[src/rtl/tlul_pkg.sv]
// ============================================================================
//  Module      : tlul_pkg
//  Description : TL-UL channel types shared by the bus fabric, plus the
//                response-mode enum and request-FIFO entry used by the
//                terminal responder (tlul_resp_gen).
//  Revision    : 1.0  initial release
// ============================================================================
`default_nettype none

package tlul_pkg;

    localparam int TL_AW  = 32;  // address width
    localparam int TL_DW  = 32;  // data width
    localparam int TL_AIW = 8;   // A-channel source id width
    localparam int TL_DIW = 1;   // D-channel sink id width
    localparam int TL_SZW = 2;   // size field width
    localparam int TL_DBW = TL_DW / 8;
    localparam int TL_DUW = 4;   // D-channel user width

    typedef enum logic [2:0] {
        PutFullData    = 3'h0,
        PutPartialData = 3'h1,
        Get            = 3'h4
    } tl_a_op_e;

    typedef enum logic [2:0] {
        AccessAck     = 3'h0,
        AccessAckData = 3'h1
    } tl_d_op_e;

    // Host -> device: A channel plus the D-channel ready.
    typedef struct packed {
        logic                a_valid;
        tl_a_op_e            a_opcode;
        logic [2:0]          a_param;
        logic [TL_SZW-1:0]   a_size;
        logic [TL_AIW-1:0]   a_source;
        logic [TL_AW-1:0]    a_address;
        logic [TL_DBW-1:0]   a_mask;
        logic [TL_DW-1:0]    a_data;
        logic                d_ready;
    } tl_h2d_t;

    // Device -> host: D channel plus the A-channel ready.
    typedef struct packed {
        logic                d_valid;
        tl_d_op_e            d_opcode;
        logic [2:0]          d_param;
        logic [TL_SZW-1:0]   d_size;
        logic [TL_AIW-1:0]   d_source;
        logic [TL_DIW-1:0]   d_sink;
        logic [TL_DW-1:0]    d_data;
        logic [TL_DUW-1:0]   d_user;
        logic                d_error;
        logic                a_ready;
    } tl_d2h_t;

    typedef enum logic [1:0] {
        RESP_SUCCESS    = 2'd0,
        RESP_ERROR      = 2'd1,
        RESP_FROM_INPUT = 2'd2
    } tl_resp_mode_e;

    // One outstanding request; err is resolved when the request is accepted.
    typedef struct packed {
        logic [TL_AIW-1:0]   source;
        logic [TL_SZW-1:0]   size;
        tl_a_op_e            opcode;
        logic                err;
    } tl_resp_entry_t;

endpackage

`default_nettype wire

[src/rtl/tlul_resp_fifo.sv]
// ============================================================================
//  Module      : tlul_resp_fifo
//  Description : Generic synchronous FIFO holding Depth entries of ENTRY_T.
//                Depth need not be a power of two; pointers wrap explicitly.
//  Ports       : clk, rst      - clock, synchronous active-high reset
//                push, push_data - write request (ignored while full)
//                pop           - read request (ignored while empty)
//                full, empty, count - occupancy, all from registered state
//                head          - oldest entry (valid while !empty)
//  Revision    : 1.0  initial release
// ============================================================================
`default_nettype none

module tlul_resp_fifo #(
    parameter  int unsigned Depth   = 2,
    parameter  type         ENTRY_T = logic,
    localparam int unsigned PTR_W   = (Depth > 1) ? $clog2(Depth) : 1,
    localparam int unsigned CNT_W   = $clog2(Depth + 1)
) (
    input  logic             clk,
    input  logic             rst,
    input  logic             push,
    input  ENTRY_T           push_data,
    input  logic             pop,
    output logic             full,
    output logic             empty,
    output logic [CNT_W-1:0] count,
    output ENTRY_T           head
);

    localparam logic [PTR_W-1:0] LAST_PTR = PTR_W'(Depth - 1);
    localparam logic [CNT_W-1:0] FULL_CNT = CNT_W'(Depth);

    ENTRY_T           mem [Depth];
    logic [PTR_W-1:0] wr_ptr;
    logic [PTR_W-1:0] rd_ptr;
    logic             do_push;
    logic             do_pop;

    assign full    = (count == FULL_CNT);
    assign empty   = (count == '0);
    assign do_push = push && !full;
    assign do_pop  = pop && !empty;
    assign head    = mem[rd_ptr];

    always_ff @(posedge clk) begin
        if (rst) begin
            wr_ptr <= '0;
            rd_ptr <= '0;
            count  <= '0;
        end else begin
            if (do_push) begin
                wr_ptr <= (wr_ptr == LAST_PTR) ? '0 : wr_ptr + 1'b1;
            end
            if (do_pop) begin
                rd_ptr <= (rd_ptr == LAST_PTR) ? '0 : rd_ptr + 1'b1;
            end
            case ({do_push, do_pop})
                2'b10:   count <= count + 1'b1;
                2'b01:   count <= count - 1'b1;
                default: count <= count;
            endcase
        end
    end

    // Storage needs no reset: the read side is qualified by empty.
    always_ff @(posedge clk) begin
        if (do_push && !rst) begin
            mem[wr_ptr] <= push_data;
        end
    end

endmodule

`default_nettype wire

[src/rtl/tlul_resp_gen.sv]
// ============================================================================
//  Module      : tlul_resp_gen
//  Description : TL-UL terminal responder. Every accepted A-channel request
//                is completed locally with an in-order D-channel response.
//                Serves as the sink for IOPMP-denied traffic and as the
//                default slave for unmapped address space.
//  Ports       : clk, rst - clock, synchronous active-high reset
//                req_i    - TL-UL host request (A channel, d_ready)
//                err_i    - per-request error flag (RESP_FROM_INPUT only)
//                rsp_o    - TL-UL device response (D channel, a_ready)
//                busy_o   - at least one response outstanding
//                rsp_cnt_o, err_cnt_o - saturating response / error
//                           counters, present only with
//                           TLUL_RESP_GEN_STATS_EN defined
//  Revision    : 1.0  initial release
// ============================================================================
`default_nettype none

module tlul_resp_gen
    import tlul_pkg::*;
#(
    parameter int unsigned       Depth    = 2,
    parameter tl_resp_mode_e     RespMode = RESP_SUCCESS,
    parameter logic [TL_DW-1:0]  RespData = 32'hFFFF_FFFF,
    parameter logic [TL_DW-1:0]  ErrData  = 32'hFFFF_FFFF
) (
    input  logic        clk,
    input  logic        rst,
    input  tl_h2d_t     req_i,
    input  logic        err_i,
    output tl_d2h_t     rsp_o,
    output logic        busy_o
`ifdef TLUL_RESP_GEN_STATS_EN
    ,
    output logic [15:0] rsp_cnt_o,
    output logic [15:0] err_cnt_o
`endif
);

    localparam int unsigned CNT_W = $clog2(Depth + 1);

    tl_resp_entry_t   push_entry;
    tl_resp_entry_t   head;
    logic             full;
    logic             empty;
    logic [CNT_W-1:0] fifo_count;
    logic             a_fire;
    logic             d_fire;
    logic             entry_err;

    // a_ready comes straight from the registered occupancy, so neither
    // d_ready nor a_valid can reach it combinationally.
    assign a_fire = req_i.a_valid && !full;
    assign d_fire = !empty && req_i.d_ready;

    always_comb begin
        entry_err = 1'b0;
        case (RespMode)
            RESP_ERROR:      entry_err = 1'b1;
            RESP_FROM_INPUT: entry_err = err_i;
            default:         entry_err = 1'b0;
        endcase
    end

    assign push_entry = '{source: req_i.a_source,
                          size:   req_i.a_size,
                          opcode: req_i.a_opcode,
                          err:    entry_err};

    tlul_resp_fifo #(
        .Depth   (Depth),
        .ENTRY_T (tl_resp_entry_t)
    ) u_fifo (
        .clk       (clk),
        .rst       (rst),
        .push      (a_fire),
        .push_data (push_entry),
        .pop       (d_fire),
        .full      (full),
        .empty     (empty),
        .count     (fifo_count),
        .head      (head)
    );

    // D fields are forced to zero while nothing is pending so that stale
    // storage never shows on the bus. Unknown opcodes are acked as writes.
    always_comb begin
        rsp_o         = '0;
        rsp_o.a_ready = !full;
        if (!empty) begin
            rsp_o.d_valid  = 1'b1;
            rsp_o.d_size   = head.size;
            rsp_o.d_source = head.source;
            rsp_o.d_error  = head.err;
            if (head.opcode == Get) begin
                rsp_o.d_opcode = AccessAckData;
                rsp_o.d_data   = head.err ? ErrData : RespData;
            end else begin
                rsp_o.d_opcode = AccessAck;
            end
        end
    end

    assign busy_o = (fifo_count != '0);

`ifdef TLUL_RESP_GEN_STATS_EN
    logic [15:0] rsp_cnt_q;
    logic [15:0] err_cnt_q;

    always_ff @(posedge clk) begin
        if (rst) begin
            rsp_cnt_q <= '0;
            err_cnt_q <= '0;
        end else if (d_fire) begin
            if (rsp_cnt_q != 16'hFFFF) begin
                rsp_cnt_q <= rsp_cnt_q + 16'd1;
            end
            if (head.err && (err_cnt_q != 16'hFFFF)) begin
                err_cnt_q <= err_cnt_q + 16'd1;
            end
        end
    end

    assign rsp_cnt_o = rsp_cnt_q;
    assign err_cnt_o = err_cnt_q;
`endif

    // Request payload is never stored; a terminal responder discards it.
    logic unused_inputs;
    assign unused_inputs = ^{req_i.a_param, req_i.a_address,
                             req_i.a_mask, req_i.a_data, err_i};

endmodule

`default_nettype wire

[config.mk]
export PLATFORM = sky130hd
export DESIGN_NAME = tlul_resp_gen
export DESIGN_NICKNAME = d
export VERILOG_FILES = /design/src/rtl/tlul_pkg.sv /design/src/rtl/tlul_resp_fifo.sv /design/src/rtl/tlul_resp_gen.sv
export SDC_FILE = /design/constraint.sdc
export NUM_CORES = 1
export LEC_CHECK = 0
export ABC_AREA = 1
export CORE_MARGIN = 5
export CORE_UTILIZATION = 33
export CTS_CLUSTER_DIAMETER = 50
export DETAILED_ROUTE_END_ITERATION = 10
export PLACE_DENSITY = 0.87
export SLEW_MARGIN = 25
export SYNTH_ARGS = -nofsm -noshare
export SYNTH_HDL_FRONTEND = slang
export SYNTH_SLANG_ARGS = --single-unit
[constraint.sdc]
create_clock -name clk -period 6.7 [get_ports clk]
set_input_delay 1.34 -clock clk [delete_from_list [all_inputs] [get_ports clk]]
set_output_delay 1.34 -clock clk [all_outputs]
set_load 0.02 [all_outputs]
==> reports/results.md <==
| Stage | Result | This run |
|---|---|---|
| drt | Residual DRC count | 0 |
| setup path | Critical path capture point type | output pin |
| final layout | Fillcell total | 441 |
| sta | Share of the cycle needed by the critical path after routing | 0.581 |
| global routing | Total global routing track utilization | 0.0980 |
| die | Vertical extent of the die | 78.7 µm |
| setup path | Register-to-Register Setup Slack | 5.02 ns |
| die | Core Rows | 25 |
| drt | Number of violations reported at the end of detailed-routing iteration 0 | 56 |
| setup path | Kind of start point of the critical path | flop |
| logic synthesis | Cell variety after synth | 19 |
| logic synthesis | Top cell type by total area after synthesis | sky130_fd_sc_hd__edfxtp_1 |
| place | I/O Buffers | 62 |
| setup path | CP peak stage delay | 0.74 ns |
| clock tree | H-tree levels | 2 |
| clock tree | Number of hold buffers added after cts | 0 |
| die | Full die area | 6190 µm² |
| logic synthesis | Primary flip-flop cell chosen by synthesis mapping | sky130_fd_sc_hd__edfxtp_1 |
| logic synthesis | Number of warning messages in the yosys log | 0 |
| logic synthesis | Avg Inst Size Synth | 10.5 µm² |
| final layout | # diodes | 0 |
| clock tree | CTS tree | done |
| clock tree | # clock sinks | 31 |
| clock tree | Cell chosen for the clock root | sky130_fd_sc_hd__clkbuf_8 |
| drt | Vias post-DR | 961 |
| setup path | Launching point of the worst reg2reg path | u_fifo.count[0]$_SDFFE_PP0P_ |
| setup path | Data required time of the worst path | 5.36 ns |
| logic synthesis | Share of async-settable or async-resettable flops after synthesis | 0 |
| die | I/O pin count | 146 |
| setup path | Max FO, Critical Path | 33 |
| clock tree | Number of buffers created by CTS | 5 |
| power and ir drop | Cell leakage power | 0.739 nW |
| power and ir drop | Clock network power share | 0.213 |
| sta | TNS Setup | 0 ns |
| min path | Hold worst-path end | u_fifo.wr_ptr$_SDFFE_PP0P_ |
| logic synthesis | Leading cell types by total area after synthesis | sky130_fd_sc_hd__edfxtp_1 (50%), sky130_fd_sc_hd__buf_4 (21%), sky130_fd_sc_hd__nand2_1 (6.5%) |
| power and ir drop | P per Cell Area | 310 nW/µm² |
| logic synthesis | Most frequent cells after synthesis | sky130_fd_sc_hd__buf_4 (44), sky130_fd_sc_hd__nand2_1 (27), sky130_fd_sc_hd__edfxtp_1 (26) |
| min path | Hold Crit Start | u_fifo.wr_ptr$_SDFFE_PP0P_ |
| logic synthesis | Share of Yosys cell area claimed by the top area cell type | 0.501 |
| clock tree | Clock transition time at the flip-flop clock pins of the worst setup and hold paths | 0.06 ns |
| setup path | Endpoint of the worst-slack reg-to-reg timing path | u_fifo.mem[0][4]$_DFFE_PP_ |
| clock tree | Clock Latency Late Sink | 0.27 ns |
| drt | Routed Antenna Nets | 0 |
| logic synthesis | Number of enable-type register cells in the synthesized netlist | 26 |
| final layout | Fraction of layout cells with a size suffix above 1 | 0.0884 |
| power and ir drop | Register share of total power | 0.391 |
| sta | Total setup violations reported at the end of the flow | 0 |
| power and ir drop | Net switching component of the power | 0.221 mW |
| die | Std-Cell Core Area | 4660 µm² |
| setup path | CP bufs+invs | 2 |
| power and ir drop | Sw Share | 0.352 |
| die | Die width | 78.7 µm |
| place | Dpl hpwl | 2.25 mm |
| setup path | Worst path arrival time | 2.55 ns |
| final layout | Total area of sequential cells | 881 µm² |
| setup path | WS Path Type | reg -> out |
| sta | Fin. max-slew vios | 0 |
| power and ir drop | Cell Int Power | 0.407 mW |
| flow run | Number of max-cap violations | 0 |
| drt | Per-cell routed wire length | 12.9 µm |
| global routing | Leftover overflow at the end of global routing | 0 |
| final layout | Area used by multi-input combinational logic | 353 µm² |
| drt | Via count normalized by instance count | 4.09 |
| final layout | Area growth from synthesis to layout | 30.3% |
| setup path | Slowest cell on crit path | sky130_fd_sc_hd__clkdlybuf4s50_1 |
| setup path | CP cell instances | inv_1, nand3_1, a21oi_4, clkdlybuf4s50_1 |
| power and ir drop | Final total power | 0.629 mW |
| drt | Wire length after detailed routing | 3.04 mm |
| logic synthesis | Sequential element share of the synthesized area | 0.565 |
| global routing | Antenna violations before repair | 0 |
| min path | Instance count along the most critical hold path | 1 |
| logic synthesis | Number of synthesized register bits | 31 |
| clock tree | CTS resizes | 0 |
| global routing | Maximum number of pins on one net before global-route repair | 34 |
| power and ir drop | Comb power frac | 0.396 |
| status | Result of the run | completed |
| die | Initial core utilization | 0.334 |
| setup path | FF-to-FF path depth | 4 |
| sta | Clock skew | 0.00376 ns |
| sta | Max-Slew Margin vs Limit | 0.537 |
| clock tree | Max Buffers Root-to-Sink | 2 |
| logic synthesis | Mapped Area | 1560 µm² |
| final layout | Final net count | 270 |
| drt | Initial DRT Pass Iterations | 4 |
| min path | Classification of the worst-slack hold path | reg -> reg |
| sta | Final critical-path required period | 3.89 ns |
| setup path | Family with the most delay on the worst path | buffers and inverters |
| sta | Peak clock frequency supported by timing | 0.257 GHz |
| logic synthesis | Most frequent cell after synthesis | sky130_fd_sc_hd__buf_4 |
| power and ir drop | Highest ir drop seen on vdd | 97.1 µV |
| sta | Transition time at the pin with the least slew margin | 0.694 ns |
| sta | Setup repair after global routing missed its margin | no |
| global routing | Via count of the first global-routing pass | 914 |
| clock tree | Post-CTS Setup Repair Bufs | 0 |
| sta | Final Hold Violating Endpoints | 0 |
| place | Final weighted congestion in routability-driven placement | 0.693 |
| global routing | Global-route wire length before repair | 4.46 mm |
| logic synthesis | Number of standard cells after synthesis | 148 |
-- power groups by stage --
stage	Clock, mW	Combinational [mW]	Sequential [mW]
6_report	0.134	0.249	0.246
5_1_grt	0.151	0.267	0.248
4_1_cts	0.140	0.251	0.246
3_5_place_dp	0	0.250	0.250
3_3_place_gp	0	0.244	0.248
2_1_floorplan	0	0.179	0.243
-- metal layers --
metal  up-vias  GRT usage  share of wire
li1        489          -              -
met1       431      0.102           0.40
met2        35      0.166           0.52
met3         6     0.0420          0.064
met4         0     0.0524          0.020
met5         -          0              0
-- cell type report --
cell class	count	area share
clock buffer	7	0.0376
clock inverter	1	0.00247
inverter	7	0.0129
multi-input combinational	73	0.174
sequential	31	0.434
tap	54	0.0333
timing repair buffer	62	0.306
-- through the flow --
step                setup WS (ns)  std cells  hold slack [ns]   util  instance area [µm²]
global route                 2.57        235            0.530  0.435                 2030
global placement             2.78        227            0.470  0.415                 1940
finish                       2.81        235            0.506  0.435                 2030
detailed placement           2.71        227            0.498  0.416                 1940
floorplan                    2.89        158            0.462      -                 1600
CTS                          2.40        235            0.513  0.434                 2020
-- logic make-up (layout without fill, tap and decap cells) --
kind of cell | after synthesis | in the layout | share of synthesized area
AOI/OAI and AO/OA | 14 | 14 | 0.0474
buffers and inverters | 54 | 77 | 0.243
DFF | 31 | 31 | 0.565
adders and majority gates | 1 | 1 | 0.00803
and+or+nand+nor | 47 | 47 | 0.134
other | 1 | 11 | 0.00241
-- flip-flops by register name, indices dropped and copies added (netlist names), named ones only --
| name | count |
|---|---|
| u_fifo.mem | 26 |
| u_fifo.count | 2 |
| u_fifo.rd_ptr | 1 |
| u_fifo.wr_ptr | 1 |
-- placed cells by master, fill, tap and decap left out, drive strengths merged --
cell type and count:
clkdlybuf4s50 62, nand3 4, clkinv 1, conb 11, nor2 13, dfxtp 5, inv 7, nand4 1
edfxtp 26, nand2 29, o21ai 2, a21oi 12, ha 1, clkbuf 7
-- worst max path at each step --
stage	from	to	slack (ns)	cells past startpoint
global route	flop	rsp_o[18]	2.57	4
finish	flop	rsp_o[8]	2.81	4
detailed placement	flop	rsp_o[13]	2.71	4
CTS	flop	rsp_o[33]	2.40	4
floorplan	u_fifo.count[0]$_SDFFE_PP0P_	rsp_o[10]	2.89	4
global placement	flop	rsp_o[8]	2.78	4
No activity file was read; power rests on OpenSTA's default activity.
